==> src/rtl/nand_rr_scheduler.sv <==
// Round-robin arbiter sharing one bitwise NAND unit among NREQ requesters,
// with a single-entry registered result buffer under valid/ready backpressure.
module nand_rr_scheduler #(
  parameter int unsigned NREQ = 4,
  parameter int unsigned W    = 4,
  parameter int unsigned IDW  = (NREQ > 1) ? $clog2(NREQ) : 1
) (
  input  logic               clk,
  input  logic               rst,
  input  logic [NREQ-1:0]    req,
  input  logic [NREQ*W-1:0]  op_a,
  input  logic [NREQ*W-1:0]  op_b,
  output logic [NREQ-1:0]    gnt,
  output logic               res_valid,
  output logic [W-1:0]       res_data,
  output logic [IDW-1:0]     res_id,
  input  logic               res_ready,
  output logic               busy,
  output logic [7:0]         op_count
);

  localparam int unsigned CW = 8;
  localparam logic [CW-1:0]  CNT_MAX  = '1;
  localparam logic [IDW-1:0] LAST_RST = IDW'(NREQ - 1);

  localparam logic [0:0] S_EMPTY = 1'b0;
  localparam logic [0:0] S_FULL  = 1'b1;

  logic [0:0]      r_state;
  logic [W-1:0]    r_data;
  logic [IDW-1:0]  r_id;
  logic [IDW-1:0]  r_last;
  logic [CW-1:0]   r_count;

  logic [0:0]      w_state_nxt;
  logic [W-1:0]    w_data_nxt;
  logic [IDW-1:0]  w_id_nxt;
  logic [IDW-1:0]  w_last_nxt;
  logic [CW-1:0]   w_count_nxt;

  logic            w_can_issue;
  logic            w_xfer;
  logic            w_found;
  logic [IDW-1:0]  w_gnt_id;
  logic [NREQ-1:0] w_gnt;
  logic [W-1:0]    w_a;
  logic [W-1:0]    w_b;

  assign w_can_issue = (r_state == S_EMPTY) || res_ready;
  assign w_xfer      = (r_state == S_FULL) && res_ready;

  // Search starts one past the most recent grant and wraps modulo NREQ.
  always_comb begin
    int unsigned v_idx;
    logic [IDW-1:0] v_id;
    w_found  = 1'b0;
    w_gnt_id = '0;
    w_gnt    = '0;
    v_idx    = 0;
    v_id     = '0;
    if (w_can_issue && (|req)) begin
      for (int unsigned k = 1; k <= NREQ; k++) begin
        v_idx = (32'(r_last) + k) % NREQ;
        v_id  = IDW'(v_idx);
        if (!w_found && req[v_id]) begin
          w_found  = 1'b1;
          w_gnt_id = v_id;
        end
      end
    end
    if (w_found) begin
      w_gnt[w_gnt_id] = 1'b1;
    end
  end

  assign w_a = op_a[w_gnt_id*W +: W];
  assign w_b = op_b[w_gnt_id*W +: W];

  // Next-state and buffer update; a grant always overwrites a draining result.
  always_comb begin
    w_state_nxt = r_state;
    w_data_nxt  = r_data;
    w_id_nxt    = r_id;
    w_last_nxt  = r_last;
    w_count_nxt = r_count;

    if (w_xfer && (r_count != CNT_MAX)) begin
      w_count_nxt = r_count + CW'(1);
    end

    case (r_state)
      S_EMPTY: begin
        if (w_found) begin
          w_state_nxt = S_FULL;
          w_data_nxt  = ~(w_a & w_b);
          w_id_nxt    = w_gnt_id;
          w_last_nxt  = w_gnt_id;
        end
      end
      S_FULL: begin
        if (w_found) begin
          w_state_nxt = S_FULL;
          w_data_nxt  = ~(w_a & w_b);
          w_id_nxt    = w_gnt_id;
          w_last_nxt  = w_gnt_id;
        end else if (res_ready) begin
          w_state_nxt = S_EMPTY;
        end
      end
      default: begin
        w_state_nxt = S_EMPTY;
      end
    endcase
  end

  always_ff @(posedge clk or posedge rst) begin
    if (rst) begin
      r_state <= S_EMPTY;
      r_data  <= '0;
      r_id    <= '0;
      r_last  <= LAST_RST;
      r_count <= '0;
    end else begin
      r_state <= w_state_nxt;
      r_data  <= w_data_nxt;
      r_id    <= w_id_nxt;
      r_last  <= w_last_nxt;
      r_count <= w_count_nxt;
    end
  end

  assign gnt       = w_gnt;
  assign res_valid = r_state[0];
  assign res_data  = r_data;
  assign res_id    = r_id;
  assign op_count  = r_count;
  assign busy      = r_state[0] | (|req);

endmodule

==> config.mk <==
export PLATFORM = sky130hd
export DESIGN_NAME = nand_rr_scheduler
export DESIGN_NICKNAME = d
export VERILOG_FILES = /design/src/rtl/nand_rr_scheduler.sv
export SDC_FILE = /design/constraint.sdc
export NUM_CORES = 1
export LEC_CHECK = 0
export BUFFER_PORTS_ARGS = -buffer_cell sky130_fd_sc_hd__buf_2
export CAP_MARGIN = 10
export CORE_MARGIN = 4
export CORE_UTILIZATION = 45
export CTS_BUF_LIST = sky130_fd_sc_hd__clkbuf_8
export DETAILED_ROUTE_END_ITERATION = 7
export GPL_TIMING_DRIVEN = 0
export PLACE_DENSITY = 0.82
export SLEW_MARGIN = 20
export SYNTH_ARGS = -nofsm -noshare
export SYNTH_HDL_FRONTEND = slang
export SYNTH_SLANG_ARGS = --single-unit
export TNS_END_PERCENT = 10
==> constraint.sdc <==
create_clock -name clk -period 2.2 [get_ports clk]
set_input_delay 0.22 -clock clk [delete_from_list [all_inputs] [get_ports clk]]
set_output_delay 0.22 -clock clk [all_outputs]
set_load 0.005 [all_outputs]
* Yosys cells after proc, flatten, opt, wreduce, memory -nomap -nowiden
Cells that the tools add are included.
Storage, ports and cells: flip-flop bits (word level) 17, bits of input ports 39, output and inout port bits 20, logic and storage cells 65
Operators by class: add/sub/neg operators 5, magnitude comparators 6, eq/ne operators 1, shifts and indexed selects 2, multiplexer cells 30, bitwise logic cells 4, reduce and logical (&&, ||, !) cells 12
Operator list (count):
- 16-bit by 5-bit variable part select with 4-bit output | 2
- 1-bit two-way mux | 16
- 2-bit by 3-bit < comparator with 1-bit output (second input constant) | 5
- 2-bit two-way mux | 6
- 8-bit by 1-bit adder with 8-bit output (second input constant) | 1
- 1-bit binary-select mux with 2-bit select | 4
- 4-bit two-way mux | 2
- 8-bit inequality test (second input constant) | 1
- 1-bit logical AND | 7
- 2-bit by 1-bit adder with 2-bit output (second input constant) | 2
- 2-bit adder (second input constant) | 2
- 4-bit AND | 1
- 4-bit inverter | 1
- 4-bit OR reduction | 1
- 1-bit logical NOT | 3
- 1-bit demux with 2-bit select | 1
- 2-bit by 1-bit >= comparator with 1-bit output (second input constant) | 1
- 1-bit case mux with 2 select lines | 1
- 1-bit logical OR | 1
- 1-bit inverter | 1
- 1-bit bitwise OR | 1

* Longest topological paths before layout
word-level depth 22, depth in mapped cells 7

* Worst setup path after synthesis
OpenSTA, ideal clock, no wires.
path type register -> register, start reg r_last[1], end reg r_data[1] (netlist: res_data[1]), library setup time 0.066 ns, data arrival time 1.826 ns, data required time 2.134 ns, path slack 0.307 ns, stages on the path, launching flop included 8, period minus slack after synthesis 1.893 ns, cell sequence dfstp_2 > mux2i_1 > a221oi_2 > buf_6 > mux2_4 > a221oi_2 > a222oi_1 > nand2_1
Between the ends: word-level cells in the longest chain between the ends 21, elaborated cells on any way between the ends 36, classes of those cells add/sub (4); shift (2); mux (22); bitwise (2); reduce/logical (6)
Ends and longest elaborated chain:
- start: declaration | line 32 | logic [IDW-1:0] r_last;
- start signal: assignment | line 127 | r_last <= w_last_nxt;
- 2-bit by 1-bit adder with 2-bit output | line 63 | v_idx = (32'(r_last) + k) % NREQ;
- 1-bit binary-select mux with 2-bit select | line 65 | if (!w_found && req[v_id]) begin
- 1-bit two-way mux (not written as such) | line 65
- 1-bit two-way mux | line 65
- 1-bit two-way mux | line 61 | if (w_can_issue && (|req)) begin
- 1-bit logical NOT | line 65
- 1-bit logical AND | line 65
- 1-bit two-way mux | line 65
- [... 5 more ...]
- 1-bit logical NOT | line 65
- 1-bit logical AND | line 65
- 2-bit two-way mux | line 65
- 2-bit two-way mux | line 61
- 16-bit by 5-bit variable part select with 4-bit output (on tied branches) | line 76, 77
- 4-bit AND | line 95, 103
- 4-bit inverter | line 95, 103
- 4-bit two-way mux | line 93, 101
- end signal: assignment | line 125 | r_data <= w_data_nxt;
- end: declaration | line 30 | logic [W-1:0] r_data;
Several ways; a longest one is shown, not always the timed one. The select of a mux whose other input is x is not followed. A chain may end at the register's enable or synchronous reset.

* Worst setup path in the final report
start reg r_last[1], end out gnt[0]
Between the ends: word-level cells in the longest chain between the ends 22, elaborated cells on any way between the ends 37, classes of those cells add/sub (4); order compare (2); mux (24); reduce/logical (7)
Ends and longest elaborated chain:
- 2-bit by 1-bit adder with 2-bit output | line 63
- 1-bit binary-select mux with 2-bit select | line 65
- 1-bit two-way mux (not written as such) | line 65
- 1-bit two-way mux | line 65
- 1-bit two-way mux | line 61
- 1-bit logical NOT | line 65
- 1-bit logical AND | line 65
- 1-bit two-way mux | line 65
- [... 6 more ...]
- 1-bit logical AND | line 65
- 2-bit two-way mux | line 65
- 2-bit two-way mux | line 61
- 2-bit by 3-bit < comparator with 1-bit output (not written as such) / 2-bit by 1-bit >= comparator with 1-bit output (equally long branches) | line 72 | w_gnt[w_gnt_id] = 1'b1;
- 1-bit logical AND (not written as such) | line 72
- 1-bit two-way mux (not written as such) | line 72
- 1-bit demux with 2-bit select | line 72
- 4-bit two-way mux (*) | line 71 | if (w_found) begin
- end: declaration | line 13 | output logic [NREQ-1:0] gnt,
Mark *: on every way between the ends. The rest lies on a longest branch, timed or not. The select of a mux whose other input is x is not followed.

==> results.md <==
* Status: complete, no violations
* Rows at 17
* Async S/R FF share, synth at 1.00
* Crit path to: gnt[0]
* Hold/Removal Path Class: input port to asynchronous set/reset pin
* Total of warnings raised by yosys at 0
* Critical path arrival at 1870 ps
* Clock Latency Late Sink at 250 ps
* DR WL/cell at 13.1 um
* Worst vdd ir at 0.627 mV
* Die extent in y at 55.8 um
* Setup total negative slack at 0 ps
* Minimum clock period at around 2100 ps
* Crit path cell chain: mux2i_1 -> a221oi_2 -> buf_6 -> nand2_1 -> nor2_1 -> buf_2
* Max-slew headroom at 0.588
* CP required at ~2000 ps
* NumNets Final at 216
* Reg2Reg Setup Slack at 160 ps
* Initial antenna violation count at 0
* Ys flop type: dfrtp_1
* Vias in the first global route at 1031
* Syn avg cell area at 9.35 um2
* Share of layout cells above drive strength 1 at 0.457
* Most common cell after layout, fill and taps aside: buf_2
* CP Capture Type: output pin
* Setup WS pre-CTS at 129 ps
* Worst R2R Path Depth at 7
* Crit path depth at 6
* Cell variety after synth at 36
* LEAKAGE at around 0.74 nW
* Die W at 55.8 um
* Post_cts resized at 0
* Clock root buffer: clkbuf_8
* Most frequent cells in the layout: buf_2, nand2_1, dfrtp_1
* Port bufs at 58
* Initial core utilization at 0.469
* Syn Std Cell Area at slightly above 1000 um2
* Die area at 3110 um2
* Reg-to-Reg Start: r_last[1]
* Final Util at 0.649
* Non-Filler Instances at slightly above 200
* EDFF count, synth at 0
* Antenna diodes at 0
* Max clock buf depth at 2
* Fin area at 1420 um2
* Post-DP Area at 1350 um2
* Yosys reg bits at 17
* Fill cells at roughly 190
* Slowest stage cell on the critical path: dfstp_2
* CTS tree: yes
* Max-slew violations at 0
* DR vias/cell at 5.36
* Buf/Inv on CP at 2
* Total congestion overflow at 0
* Startpoint types: flip-flop
* Worst reg2reg path endpoint: res_data[1]
* Fin worst setup slack at 114 ps
* Synthesis-to-finish area growth at 38.2%
* Post-synthesis sequential area ratio at 0.416
* Syn_nets at 150
* Clk sinks at 17
* Peak fanout along the critical path at 9
* Tcrit/Tclk final at 0.948
* Area contributors post-synth: dfrtp_1, nand2_1, dfstp_2, a221oi_2, xnor2_1
* Routed Wire Length at 2650 um
* Least-Margin Pin Slew at approximately 600 ps
* Pre-antenna DRT Iters at 4
* Critical path class: flip-flop to output pin
* DRC errors left at 0
* Reg clk slew, reported paths at 60 ps
* Starting DRT DRC Count at 30
* Maximum clock frequency at 479 MHz
* Crit path max-delay family: flip-flops
* Post-Synthesis Cells at 110
* Post-route ant nets at 0
* Worst setup path start: r_last[1]
* Pin count of the biggest net entering global routing at 18
* Final Hold Vio Count at 0
* Dpl cells at between 150 and 200
* Routability cong. at around 0.86
* PwrDens at 935 nW/um2
* CTS Buf Count at 3
* Post-synth top area share at 0.365
* Vias at between 1000 and 1500
* # setup viols final at 0
* Critical path's largest stage delay at 590 ps
* IO Pins at 59
* GRT Util Overall at 0.171
* DP HPWL at 2160 um
* Worst Clk Skew at 0.952 ps
* Yosys top cell by area: dfrtp_1
* Max capacitance violation total at 0
* CORE AREA at 2190 um2
* First-pass GRT wire length at 4380 um
* Number of H-tree levels at 1
==> how the worst min path moves through the flow <==
stage / to / depth (start not counted) / slack (ps) / from
6_report: op_count[3] / 2 / 40 / rst
5_1_grt: op_count[5] / 2 / 100 / rst
4_1_cts: op_count[3] / 2 / 60 / rst
3_5_place_dp: op_count[3] / 2 / 330 / rst
3_3_place_gp: res_data[2] / 2 / 320 / rst
2_1_floorplan: op_count[0] / 1 / 140 / rst
==> final cells by class <==
cell class / count / area, um2 / area share
Tap cell: 28 / 35.0 / 0.0246
Multi-Input combinational cell: 84 / 556 / 0.391
Clock inverter: 1 / 3.75 / 0.00264
Buffer: 4 / 26.3 / 0.0185
Clock buffer: 3 / 41.3 / 0.0290
Sequential cell: 17 / 428 / 0.301
Timing Repair Buffer: 61 / 313 / 0.220
Inverter: 5 / 18.8 / 0.0132
==> logic make-up after synthesis <==
group | count (synthesis) | synth area share
muxes | 5 | 0.0560
adders and majority gates | 1 | 0.0122
buffers and inverters | 9 | 0.0438
DFF | 17 | 0.416
xor gates and xnor gates | 7 | 0.0596
AOI/OAI and AO/OA | 27 | 0.210
and+or+nand+nor | 44 | 0.202
==> report_power, final <==
part | internal (W) | switching, W
sequential | 0.000426 | 0.000104
combinational | 0.000305 | 0.000275
clock | 0.000124 | 0.0000965
total | 0.000855 | 0.000475
==> synthesized netlist by cell type, drive strengths merged (2+ instances only) <==
cell    count
nand2      17
dfrtp      15
nor2        9
nand3       6
a31oi       5
inv         5
a21oi       4
buf         4
xnor2       4
a21o        3
a221oi      3
and3        3
mux2        3
o21ai       3
xor2        3
a311oi      2
dfstp       2
mux2i       2
nand4       2
nor2b       2
o21a        2
==> through the flow <==
stage | total power [W] | hold slack (ps)
final | 0.00133 | 39.3
after global routing | 0.00143 | 99.5
after CTS | 0.00132 | 64.7
after detailed placement | 0.00109 | 333
after global placement | 0.00106 | 319
after floorplan | 0.000865 | 145
==> state kept, by name, summed over array words and instances (netlist names) <==
signal,flops
op_count,8
res_data,4
r_last,2
res_id,2
res_valid,1
==> metal layers <==
metal  routed length [um]  global-route usage  up-vias  part of all wire
li1                     -                   -      531                 -
met1                 1150               0.202      511              0.43
met2                 1300               0.304       44              0.49
met3                  190              0.0487        2             0.072
met4                   16              0.0417        0            0.0060
met5                    0                   0        -                 0
==> what timing repair did <==
action / in CTS / in global routing
hold buffers: 0 / 0
setup buffers: 0 / 3
setup endpoints to repair: 0 / 2
Note: power is estimated with default switching activity, not from simulation.
